**config.mk**
```make
export PLATFORM = sky130hd
export DESIGN_NAME = control_fsm
export DESIGN_NICKNAME = d
export VERILOG_FILES = /design/src/rtl/control_pkg.sv /design/src/rtl/instr_decode.sv /design/src/rtl/control_fsm.sv
export SDC_FILE = /design/constraint.sdc
export NUM_CORES = 1
export LEC_CHECK = 0
export ABC_AREA = 1
export CAP_MARGIN = 10
export CORE_AREA = 5 5 75 77
export CTS_BUF_LIST = sky130_fd_sc_hd__clkbuf_8
export DETAILED_ROUTE_END_ITERATION = 10
export DIE_AREA = 0 0 80 82
export HOLD_SLACK_MARGIN = 0.02
export PLACE_DENSITY = 0.68
export SYNTH_ARGS = -nofsm -noshare
export SYNTH_HDL_FRONTEND = slang
export SYNTH_SLANG_ARGS = --single-unit
```
**constraint.sdc**
```tcl
create_clock -name clk -period 3 [get_ports clk]
set_input_delay 0.45 -clock clk [delete_from_list [all_inputs] [get_ports clk]]
set_output_delay 0.45 -clock clk [all_outputs]
set_load 0.03 [all_outputs]
```
**src/rtl/control_pkg.sv**
```systemverilog
// control_pkg: shared types and encodings for the multi-cycle controller.
//   state_t        controller states (JMP exists only with CONTROL_JUMP_EN)
//   instr_class_t  instruction classes produced by instr_decode
//   ctrl_t         bundle of every registered datapath control output
//   OP_*/EXT_*     opcode and extension field values
//   ALU_*          alucont codes; WD_*/ALUA_*/ALUB_*/PC_*/MEM_* select codes
// Optional feature macro: CONTROL_JUMP_EN (enables JAL/JUMP and the JMP state).
package control_pkg;

  localparam int INSTR_W = 16;

  typedef enum logic [3:0] {
    ST_IDLE,
    ST_FETCH,
    ST_LATCH,
    ST_DECODE,
    ST_EX_ALU,
    ST_EX_MOV,
    ST_LD_ADDR,
    ST_LD_WB,
    ST_ST,
    ST_HALT
`ifdef CONTROL_JUMP_EN
    , ST_JMP
`endif
  } state_t;

  typedef enum logic [3:0] {
    CL_ALU,
    CL_ALUI,
    CL_MOV,
    CL_MOVI,
    CL_LOAD,
    CL_STOR,
    CL_JAL,
    CL_JUMP,
    CL_HALT,
    CL_ILLEGAL
  } instr_class_t;

  // Opcode field [15:12]
  localparam logic [3:0] OP_RTYPE = 4'b0000;
  localparam logic [3:0] OP_MEM   = 4'b0100;
  localparam logic [3:0] OP_ADDI  = 4'b0101;
  localparam logic [3:0] OP_SUBI  = 4'b1001;
  localparam logic [3:0] OP_MOVI  = 4'b1101;

  // Extension field [7:4], R-type
  localparam logic [3:0] EXT_AND = 4'b0001;
  localparam logic [3:0] EXT_OR  = 4'b0010;
  localparam logic [3:0] EXT_XOR = 4'b0011;
  localparam logic [3:0] EXT_ADD = 4'b0101;
  localparam logic [3:0] EXT_SUB = 4'b1001;
  localparam logic [3:0] EXT_MOV = 4'b1101;

  // Extension field [7:4], memory/jump group
  localparam logic [3:0] EXT_LOAD = 4'b0000;
  localparam logic [3:0] EXT_STOR = 4'b0100;
  localparam logic [3:0] EXT_JAL  = 4'b1000;
  localparam logic [3:0] EXT_JUMP = 4'b1100;

  localparam logic [INSTR_W-1:0] HALT_WORD = 16'hFFFF;

  // ALU operation codes
  localparam logic [2:0] ALU_ADD   = 3'b000;
  localparam logic [2:0] ALU_SUB   = 3'b001;
  localparam logic [2:0] ALU_AND   = 3'b010;
  localparam logic [2:0] ALU_OR    = 3'b011;
  localparam logic [2:0] ALU_XOR   = 3'b100;
  localparam logic [2:0] ALU_PASSA = 3'b101;

  // Datapath select codes
  localparam logic [1:0] WD_IMM    = 2'd0;
  localparam logic [1:0] WD_RSRC   = 2'd1;
  localparam logic [1:0] WD_MEM    = 2'd2;
  localparam logic [1:0] WD_ALU    = 2'd3;
  localparam logic [1:0] ALUA_RSRC = 2'd0;
  localparam logic [1:0] ALUA_PC   = 2'd1;
  localparam logic [1:0] ALUA_IMM  = 2'd2;
  localparam logic       ALUB_RDEST = 1'b0;
  localparam logic       ALUB_ONE   = 1'b1;
  localparam logic       PC_RSRC    = 1'b0;
  localparam logic       PC_ALU     = 1'b1;
  localparam logic       MEM_RSRC   = 1'b0;
  localparam logic       MEM_PC     = 1'b1;

  typedef struct packed {
    logic       pcen;
    logic       regwrite;
    logic       mem_we;
    logic       signext_sign;
    logic       wa_s;
    logic       pc_s;
    logic       alub_s;
    logic       mem_s;
    logic [1:0] wd_s;
    logic [1:0] alua_s;
    logic [2:0] alucont;
    logic       busy;
    logic       halted;
    logic       illegal;
  } ctrl_t;

endpackage

```
**src/rtl/instr_decode.sv**
```systemverilog
// instr_decode: purely combinational classification of an instruction word.
// Ports:
//   ir            in  INSTR_W  instruction word
//   cls           out          instruction class
//   alucont       out  3       ALU operation for the execute step
//   signext_sign  out  1       1 = sign-extend immediate, 0 = zero-extend
//   illegal       out  1       word does not decode to a supported instruction
// Optional feature macro: CONTROL_JUMP_EN (JAL/JUMP decode as legal).
module instr_decode
  import control_pkg::*;
(
  input  logic [INSTR_W-1:0] ir,
  output instr_class_t       cls,
  output logic [2:0]         alucont,
  output logic               signext_sign,
  output logic               illegal
);

  logic [3:0] op;
  logic [3:0] ext;

  assign op  = ir[15:12];
  assign ext = ir[7:4];

  // NOTE: every output gets a default before the case so no path leaves it
  // unassigned; otherwise synthesis infers a latch.
  always_comb begin
    cls          = CL_ILLEGAL;
    alucont      = ALU_ADD;
    signext_sign = 1'b0;

    if (ir == HALT_WORD) begin
      cls = CL_HALT;
    end else begin
      case (op)
        OP_RTYPE: begin
          case (ext)
            EXT_ADD: begin cls = CL_ALU; alucont = ALU_ADD;   end
            EXT_SUB: begin cls = CL_ALU; alucont = ALU_SUB;   end
            EXT_AND: begin cls = CL_ALU; alucont = ALU_AND;   end
            EXT_OR:  begin cls = CL_ALU; alucont = ALU_OR;    end
            EXT_XOR: begin cls = CL_ALU; alucont = ALU_XOR;   end
            EXT_MOV: begin cls = CL_MOV; alucont = ALU_PASSA; end
            default: cls = CL_ILLEGAL;
          endcase
        end
        OP_ADDI: begin
          cls          = CL_ALUI;
          alucont      = ALU_ADD;
          signext_sign = 1'b1;
        end
        OP_SUBI: begin
          cls          = CL_ALUI;
          alucont      = ALU_SUB;
          signext_sign = 1'b1;
        end
        OP_MOVI: cls = CL_MOVI;
        OP_MEM: begin
          case (ext)
            EXT_LOAD: cls = CL_LOAD;
            EXT_STOR: cls = CL_STOR;
`ifdef CONTROL_JUMP_EN
            EXT_JAL:  begin cls = CL_JAL; alucont = ALU_PASSA; end
            EXT_JUMP: cls = CL_JUMP;
`endif
            default:  cls = CL_ILLEGAL;
          endcase
        end
        default: cls = CL_ILLEGAL;
      endcase
    end

    illegal = (cls == CL_ILLEGAL);
  end

endmodule

```
**src/rtl/control_fsm.sv**
```systemverilog
// control_fsm: multi-cycle controller for the 16-bit datapath. Holds the
// instruction register and sequences FETCH -> LATCH -> DECODE -> execute.
// Ports:
//   clk, reset                 clock; synchronous active-high reset
//   run                        start/continue, sampled at instruction boundaries
//   mem_out [WIDTH]            synchronous-read memory data
//   pcen, regwrite, mem_we     PC enable, register write, memory write strobes
//   signext_sign               1 = sign-extend immediate
//   wa_s, pc_s, alub_s, mem_s  2:1 datapath selects
//   wd_s, alua_s               4:1 datapath selects
//   alucont [3]                ALU operation
//   imm, rsrc_addr, rdest_addr instruction fields straight from ir
//   busy, halted, illegal      status; illegal is a one-cycle pulse
// Optional feature macro: CONTROL_JUMP_EN (JAL/JUMP via the JMP state).
module control_fsm
  import control_pkg::*;
#(
  parameter int WIDTH   = 16,
  parameter int REG_ADD = 4,
  parameter int IMM     = 8
) (
  input  logic               clk,
  input  logic               reset,
  input  logic               run,
  input  logic [WIDTH-1:0]   mem_out,
  output logic               pcen,
  output logic               regwrite,
  output logic               mem_we,
  output logic               signext_sign,
  output logic               wa_s,
  output logic               pc_s,
  output logic               alub_s,
  output logic               mem_s,
  output logic [1:0]         wd_s,
  output logic [1:0]         alua_s,
  output logic [2:0]         alucont,
  output logic [IMM-1:0]     imm,
  output logic [REG_ADD-1:0] rsrc_addr,
  output logic [REG_ADD-1:0] rdest_addr,
  output logic               busy,
  output logic               halted,
  output logic               illegal
);

  state_t           state;
  state_t           state_nxt;
  logic [WIDTH-1:0] ir;
  logic [WIDTH-1:0] ir_nxt;
  ctrl_t            ctrl_q;

  instr_class_t     dec_cls;
  logic [2:0]       dec_alucont;
  logic             dec_sext;
  logic             dec_illegal;

  // Decode the word that ir will hold after this edge, so that outputs for
  // DECODE and the execute states can be registered ahead of time.
  assign ir_nxt = (state == ST_LATCH) ? mem_out : ir;

  instr_decode u_decode (
    .ir           (ir_nxt),
    .cls          (dec_cls),
    .alucont      (dec_alucont),
    .signext_sign (dec_sext),
    .illegal      (dec_illegal)
  );

  function automatic state_t next_state(input state_t s, input logic go,
                                        input instr_class_t c);
    state_t boundary;
    boundary = go ? ST_FETCH : ST_IDLE;
    case (s)
      ST_IDLE:    next_state = go ? ST_FETCH : ST_IDLE;
      ST_FETCH:   next_state = ST_LATCH;
      ST_LATCH:   next_state = ST_DECODE;
      ST_DECODE: begin
        case (c)
          CL_ALU, CL_ALUI: next_state = ST_EX_ALU;
          CL_MOV, CL_MOVI: next_state = ST_EX_MOV;
          CL_LOAD:         next_state = ST_LD_ADDR;
          CL_STOR:         next_state = ST_ST;
`ifdef CONTROL_JUMP_EN
          CL_JAL, CL_JUMP: next_state = ST_JMP;
`endif
          CL_HALT:         next_state = ST_HALT;
          default:         next_state = boundary;  // illegal ends here
        endcase
      end
      ST_LD_ADDR: next_state = ST_LD_WB;
      ST_HALT:    next_state = ST_HALT;
      default:    next_state = boundary;  // last cycle of an instruction
    endcase
  endfunction

  // Moore outputs for state s with the instruction that will be in ir.
  function automatic ctrl_t ctrl_for(input state_t s, input instr_class_t c,
                                     input logic [2:0] alu, input logic sext,
                                     input logic ill);
    ctrl_t k;
    k        = '0;
    k.busy   = (s != ST_IDLE) && (s != ST_HALT);
    k.halted = (s == ST_HALT);
    case (s)
      ST_FETCH: k.mem_s = MEM_PC;
      ST_LATCH: begin
        k.pcen    = 1'b1;
        k.pc_s    = PC_ALU;
        k.alua_s  = ALUA_PC;
        k.alub_s  = ALUB_ONE;
        k.alucont = ALU_ADD;
      end
      ST_DECODE: k.illegal = ill;
      ST_EX_ALU: begin
        k.regwrite     = 1'b1;
        k.wd_s         = WD_ALU;
        k.wa_s         = 1'b1;
        k.alucont      = alu;
        k.alua_s       = (c == CL_ALUI) ? ALUA_IMM : ALUA_RSRC;
        k.alub_s       = ALUB_RDEST;
        k.signext_sign = sext;
      end
      ST_EX_MOV: begin
        k.regwrite = 1'b1;
        k.wa_s     = 1'b1;
        k.wd_s     = (c == CL_MOV) ? WD_RSRC : WD_IMM;
      end
      ST_LD_ADDR: k.mem_s = MEM_RSRC;
      ST_LD_WB: begin
        k.regwrite = 1'b1;
        k.wa_s     = 1'b1;
        k.wd_s     = WD_MEM;
      end
      ST_ST: begin
        k.mem_s  = MEM_RSRC;
        k.mem_we = 1'b1;
      end
`ifdef CONTROL_JUMP_EN
      ST_JMP: begin
        k.pcen = 1'b1;
        k.pc_s = PC_RSRC;
        if (c == CL_JAL) begin
          // pc already holds the incremented value from LATCH
          k.regwrite = 1'b1;
          k.wa_s     = 1'b1;
          k.wd_s     = WD_ALU;
          k.alua_s   = ALUA_PC;
          k.alucont  = ALU_PASSA;
        end
      end
`endif
      default: ;
    endcase
    ctrl_for = k;
  endfunction

  assign state_nxt = next_state(state, run, dec_cls);

  // NOTE: state, ir and the output register all use non-blocking assignment
  // and are all cleared by reset, so no strobe can survive a reset edge.
  always_ff @(posedge clk) begin
    if (reset) begin
      state  <= ST_IDLE;
      ir     <= '0;
      ctrl_q <= '0;
    end else begin
      state  <= state_nxt;
      ir     <= ir_nxt;
      ctrl_q <= ctrl_for(state_nxt, dec_cls, dec_alucont, dec_sext, dec_illegal);
    end
  end

  assign pcen         = ctrl_q.pcen;
  assign regwrite     = ctrl_q.regwrite;
  assign mem_we       = ctrl_q.mem_we;
  assign signext_sign = ctrl_q.signext_sign;
  assign wa_s         = ctrl_q.wa_s;
  assign pc_s         = ctrl_q.pc_s;
  assign alub_s       = ctrl_q.alub_s;
  assign mem_s        = ctrl_q.mem_s;
  assign wd_s         = ctrl_q.wd_s;
  assign alua_s       = ctrl_q.alua_s;
  assign alucont      = ctrl_q.alucont;
  assign busy         = ctrl_q.busy;
  assign halted       = ctrl_q.halted;
  assign illegal      = ctrl_q.illegal;

  assign imm        = ir[IMM-1:0];
  assign rsrc_addr  = ir[REG_ADD-1:0];
  assign rdest_addr = ir[8 +: REG_ADD];

endmodule

```
==> results by group <==
Timing
  – RSZ-0062 raised after global routing: no
  – Final Hold Fails: 0
  – Slew at the pin closest to its max-slew limit: 0.5110 ns
  – Setup Total Neg Slack: 0 ns
  – Fin crit share: 80.92%
  – Final setup viols: 0
  – Fmax: 411.9 MHz
  – Relative slew slack: 65.83%
  – Post-route minimum period: 2.428 ns
  – Fin. max-slew vios: 0
  – Hold WS: 0.4917 ns
  – Setup ws final: 0.5723 ns
  – Worst-case clock skew: 0.007580 ns

CTS
  – Clock Sinks: 35
  – Clock transition at path regs: 0.06 ns
  – Setup bufs post-CTS: 0
  – CTS H-tree depth: 2
  – Post-CTS resize count: 0
  – Clock tree buffer depth: 2
  – Clock Root Buffer: clkbuf_8
  – Worst skew pair latency: 0.28 ns
  – CTS tree: built
  – CTS Hold Bufs: 0
  – CTS buffer count: 5

Cells and area
  – Number of diodes: 0
  – Area Overhead vs Synth: 28.39%
  – Non-filler instance count after layout: 392
  – Register area: 700.7 sq um
  – Multi-input gate area: 903.4 sq um
  – Nets: 341
  – Fill count: 526
  – Layout cell share with drive strength beyond 1: 11.80%

Placed design
  – GPL Wtd Cong: 0.8791
  – Post-place setup slack: 0.5218 ns
  – I/O Buffers: 52
  – Hpwl dp: 3.421 mm
  – Cells after DPL: 385

Synth
  – Mapped cell area: 1899 sq um
  – Synth top area share: 36.89%
  – Post-synth EDFFs: 0
  – Post-synthesis compound-gate area fraction: 6.719%
  – #FFs+latches synth: 35
  – Syn nets: 304
  – Synth area leader: dfxtp_1
  – Post-synth top flop: dfxtp_1
  – Simple-Gate Fraction of Synth Area: 40.84%
  – Synth top cells by count: nand2_1, nor2_1, dfxtp_1, inv_1, buf_4
  – Asr flop ratio synth: 0%
  – Mux share of post-synthesis cell area: 0%
  – Adder-cell share of the synthesized area: 0%
  – Syn avg cell area: 6.664 sq um
  – Xor-xnor portion of the synthesized cell area: 0%
  – Top cells by area, synth: dfxtp_1, nand2_1, buf_4
  – Yosys warns: 0
  – Largest family of logic cells by synthesized area: simple AND/OR/NAND/NOR gates
  – Post-synthesis cell count: 285
  – Post-synthesis sequential area ratio: 36.89%
  – Synth cell types: 28
  – Most used standard cell by instance count after synthesis: nand2_1

Die
  – Rows: 26
  – I/O Pins: 53
  – Die Wd: 80 um
  – Die Y: 82 um
  – Initial core utilization: 38.41%
  – Area of the core: 4945 sq um
  – DIE AREA: 6560 sq um

Global route
  – Initial antenna violation count: 0
  – First-pass GRT wire length: 7.189 mm
  – Largest net degree at the start of global routing: 25
  – Total track usage: 13.82%
  – Vias in the first global route: 1,666
  – GRT Residual Overflow: 0

Route
  – DR DRC count: 0
  – Starting DRT DRC Count: 65
  – Routed via count: 1,762
  – Total Wirelength: 4.216 mm
  – Routed WL per cell: 10.76 um
  – Drt pass-1 iters: 4
  – Via-per-instance ratio: 4.495
  – DRT antenna net count: 0

Worst setup path
  – Critical path class: flip-flop to flip-flop
  – Worst Path Max Fanout: 24
  – Worst setup EP type: flip-flop
  – CP Launch Type: flip-flop
  – Worst-path cell chain: nor2_2 -> nand2_2 -> nand2_1 -> nand2_2 -> inv_2 -> nand2_2 -> nor2_4 -> nand2_1 -> nand2_1 -> nor2_1 -> o21ai_1 -> nand3_1 -> nand2_2 -> nand2_2 -> nand2_1 -> nand2_1 -> nor2_1
  – Critical Path AT: 2.60 ns
  – Req. time, crit path: 3.17 ns
  – Max stage delay on crit path: 0.41 ns
  – CP max stage cell: dfxtp_1

Job
  – Max capacitance violation total: 0

Power and ir drop
  – Pleak: 1.109 nW
  – Power Total: 1.272 mW
  – Pwr per Cell Area: 521.5 nW/um^2
  – Maximum VDD drop: 0.0001764 V

Run status
  – Run status: completed

Hold path
  – Min-Delay Path Class: flip-flop to flip-flop
-- metrics by stage --
| step | area (sq um) | utilization, % |
|---|---|---|
| final | 2439 | 49.32 |
| after global routing | 2439 | 49.32 |
| after detailed placement | 2351 | 47.55 |
| after CTS | 2439 | 49.32 |
| after global placement | 2351 | 47.55 |
| after floorplan | 1899 | - |
-- final timing paths --
kind              slack, ns      end  startpoint  depth (start not counted)
setup / recovery       0.57  wd_s[1]    state[3]                         17
hold reg to reg        0.49   ir[11]      ir[11]                          2
setup reg to reg       0.57  wd_s[1]    state[3]                         17
hold / removal         0.49   ir[11]      ir[11]                          2
-- sequential cells by signal, indices dropped and copies added (netlist names) --
signal and flops:
alucont 3, illegal 1, mem_s 1, state 4, alua_s 2, ir 16
signext_sign 1, busy 1, halted 1, mem_we 1, wd_s 2, wa_s 1
alub_s 1
-- layout by cell type (no fill, tap or decap), types with 2 or more instances in the layout --
cell type | Yosys | routed
nand2_1 | 91 | 91
clkdlybuf4s50_1 | 0 | 52
nor2_1 | 40 | 40
dfxtp_1 | 35 | 35
inv_1 | 23 | 23
nand3_1 | 20 | 20
nand2_2 | 9 | 9
a21oi_1 | 8 | 8
inv_2 | 6 | 6
clkbuf_8 | 0 | 6
nand4_1 | 5 | 5
nor2_2 | 4 | 4
buf_4 | 21 | 4
o21ai_2 | 3 | 3
nor2_4 | 2 | 2
o21ai_0 | 2 | 2
-- routing by layer --
| layer | track usage (%) | share of wire [%] | up-vias |
|---|---|---|---|
| met1 | 16.72 | 47 | 768 |
| met5 | 0 | 0 | - |
| met3 | 3.399 | 6.3 | 7 |
| met4 | 5.574 | 1.6 | 0 |
| met2 | 23.51 | 45 | 48 |
| li1 | - | - | 939 |
-- cell families (layout without fill, tap and decap cells) --
kind of cell	after synthesis	after routing
simple gates	176	176
buf+inv	55	92
flops	35	35
compound gates	19	19
-- power breakdown --
group	internal, mW	total [mW]	leakage [nW]	switching, mW
combinational	0.156	0.432	0.777	0.276
clock	0.180	0.331	0.0470	0.151
sequential	0.493	0.509	0.284	0.0157
-- layout make-up --
type,count,area share (%)
Multi-Input combinational cell,195,37.04
Sequential cell,35,28.73
Timing Repair Buffer,56,22.58
Inverter,29,4.464
Tap cell,70,3.592
Clock buffer,6,3.386
Clock inverter,1,0.2052
-- critical path, delay by kind of cell, from the launching register on --
family	cells	cell delay, ns
AO/OA/AOI/OAI	1	0.13
buffers and inverters	1	0.06
flip-flops	1	0.41
AND/OR/NAND/NOR	15	1.69
Power figures use the tool's default switching activity.
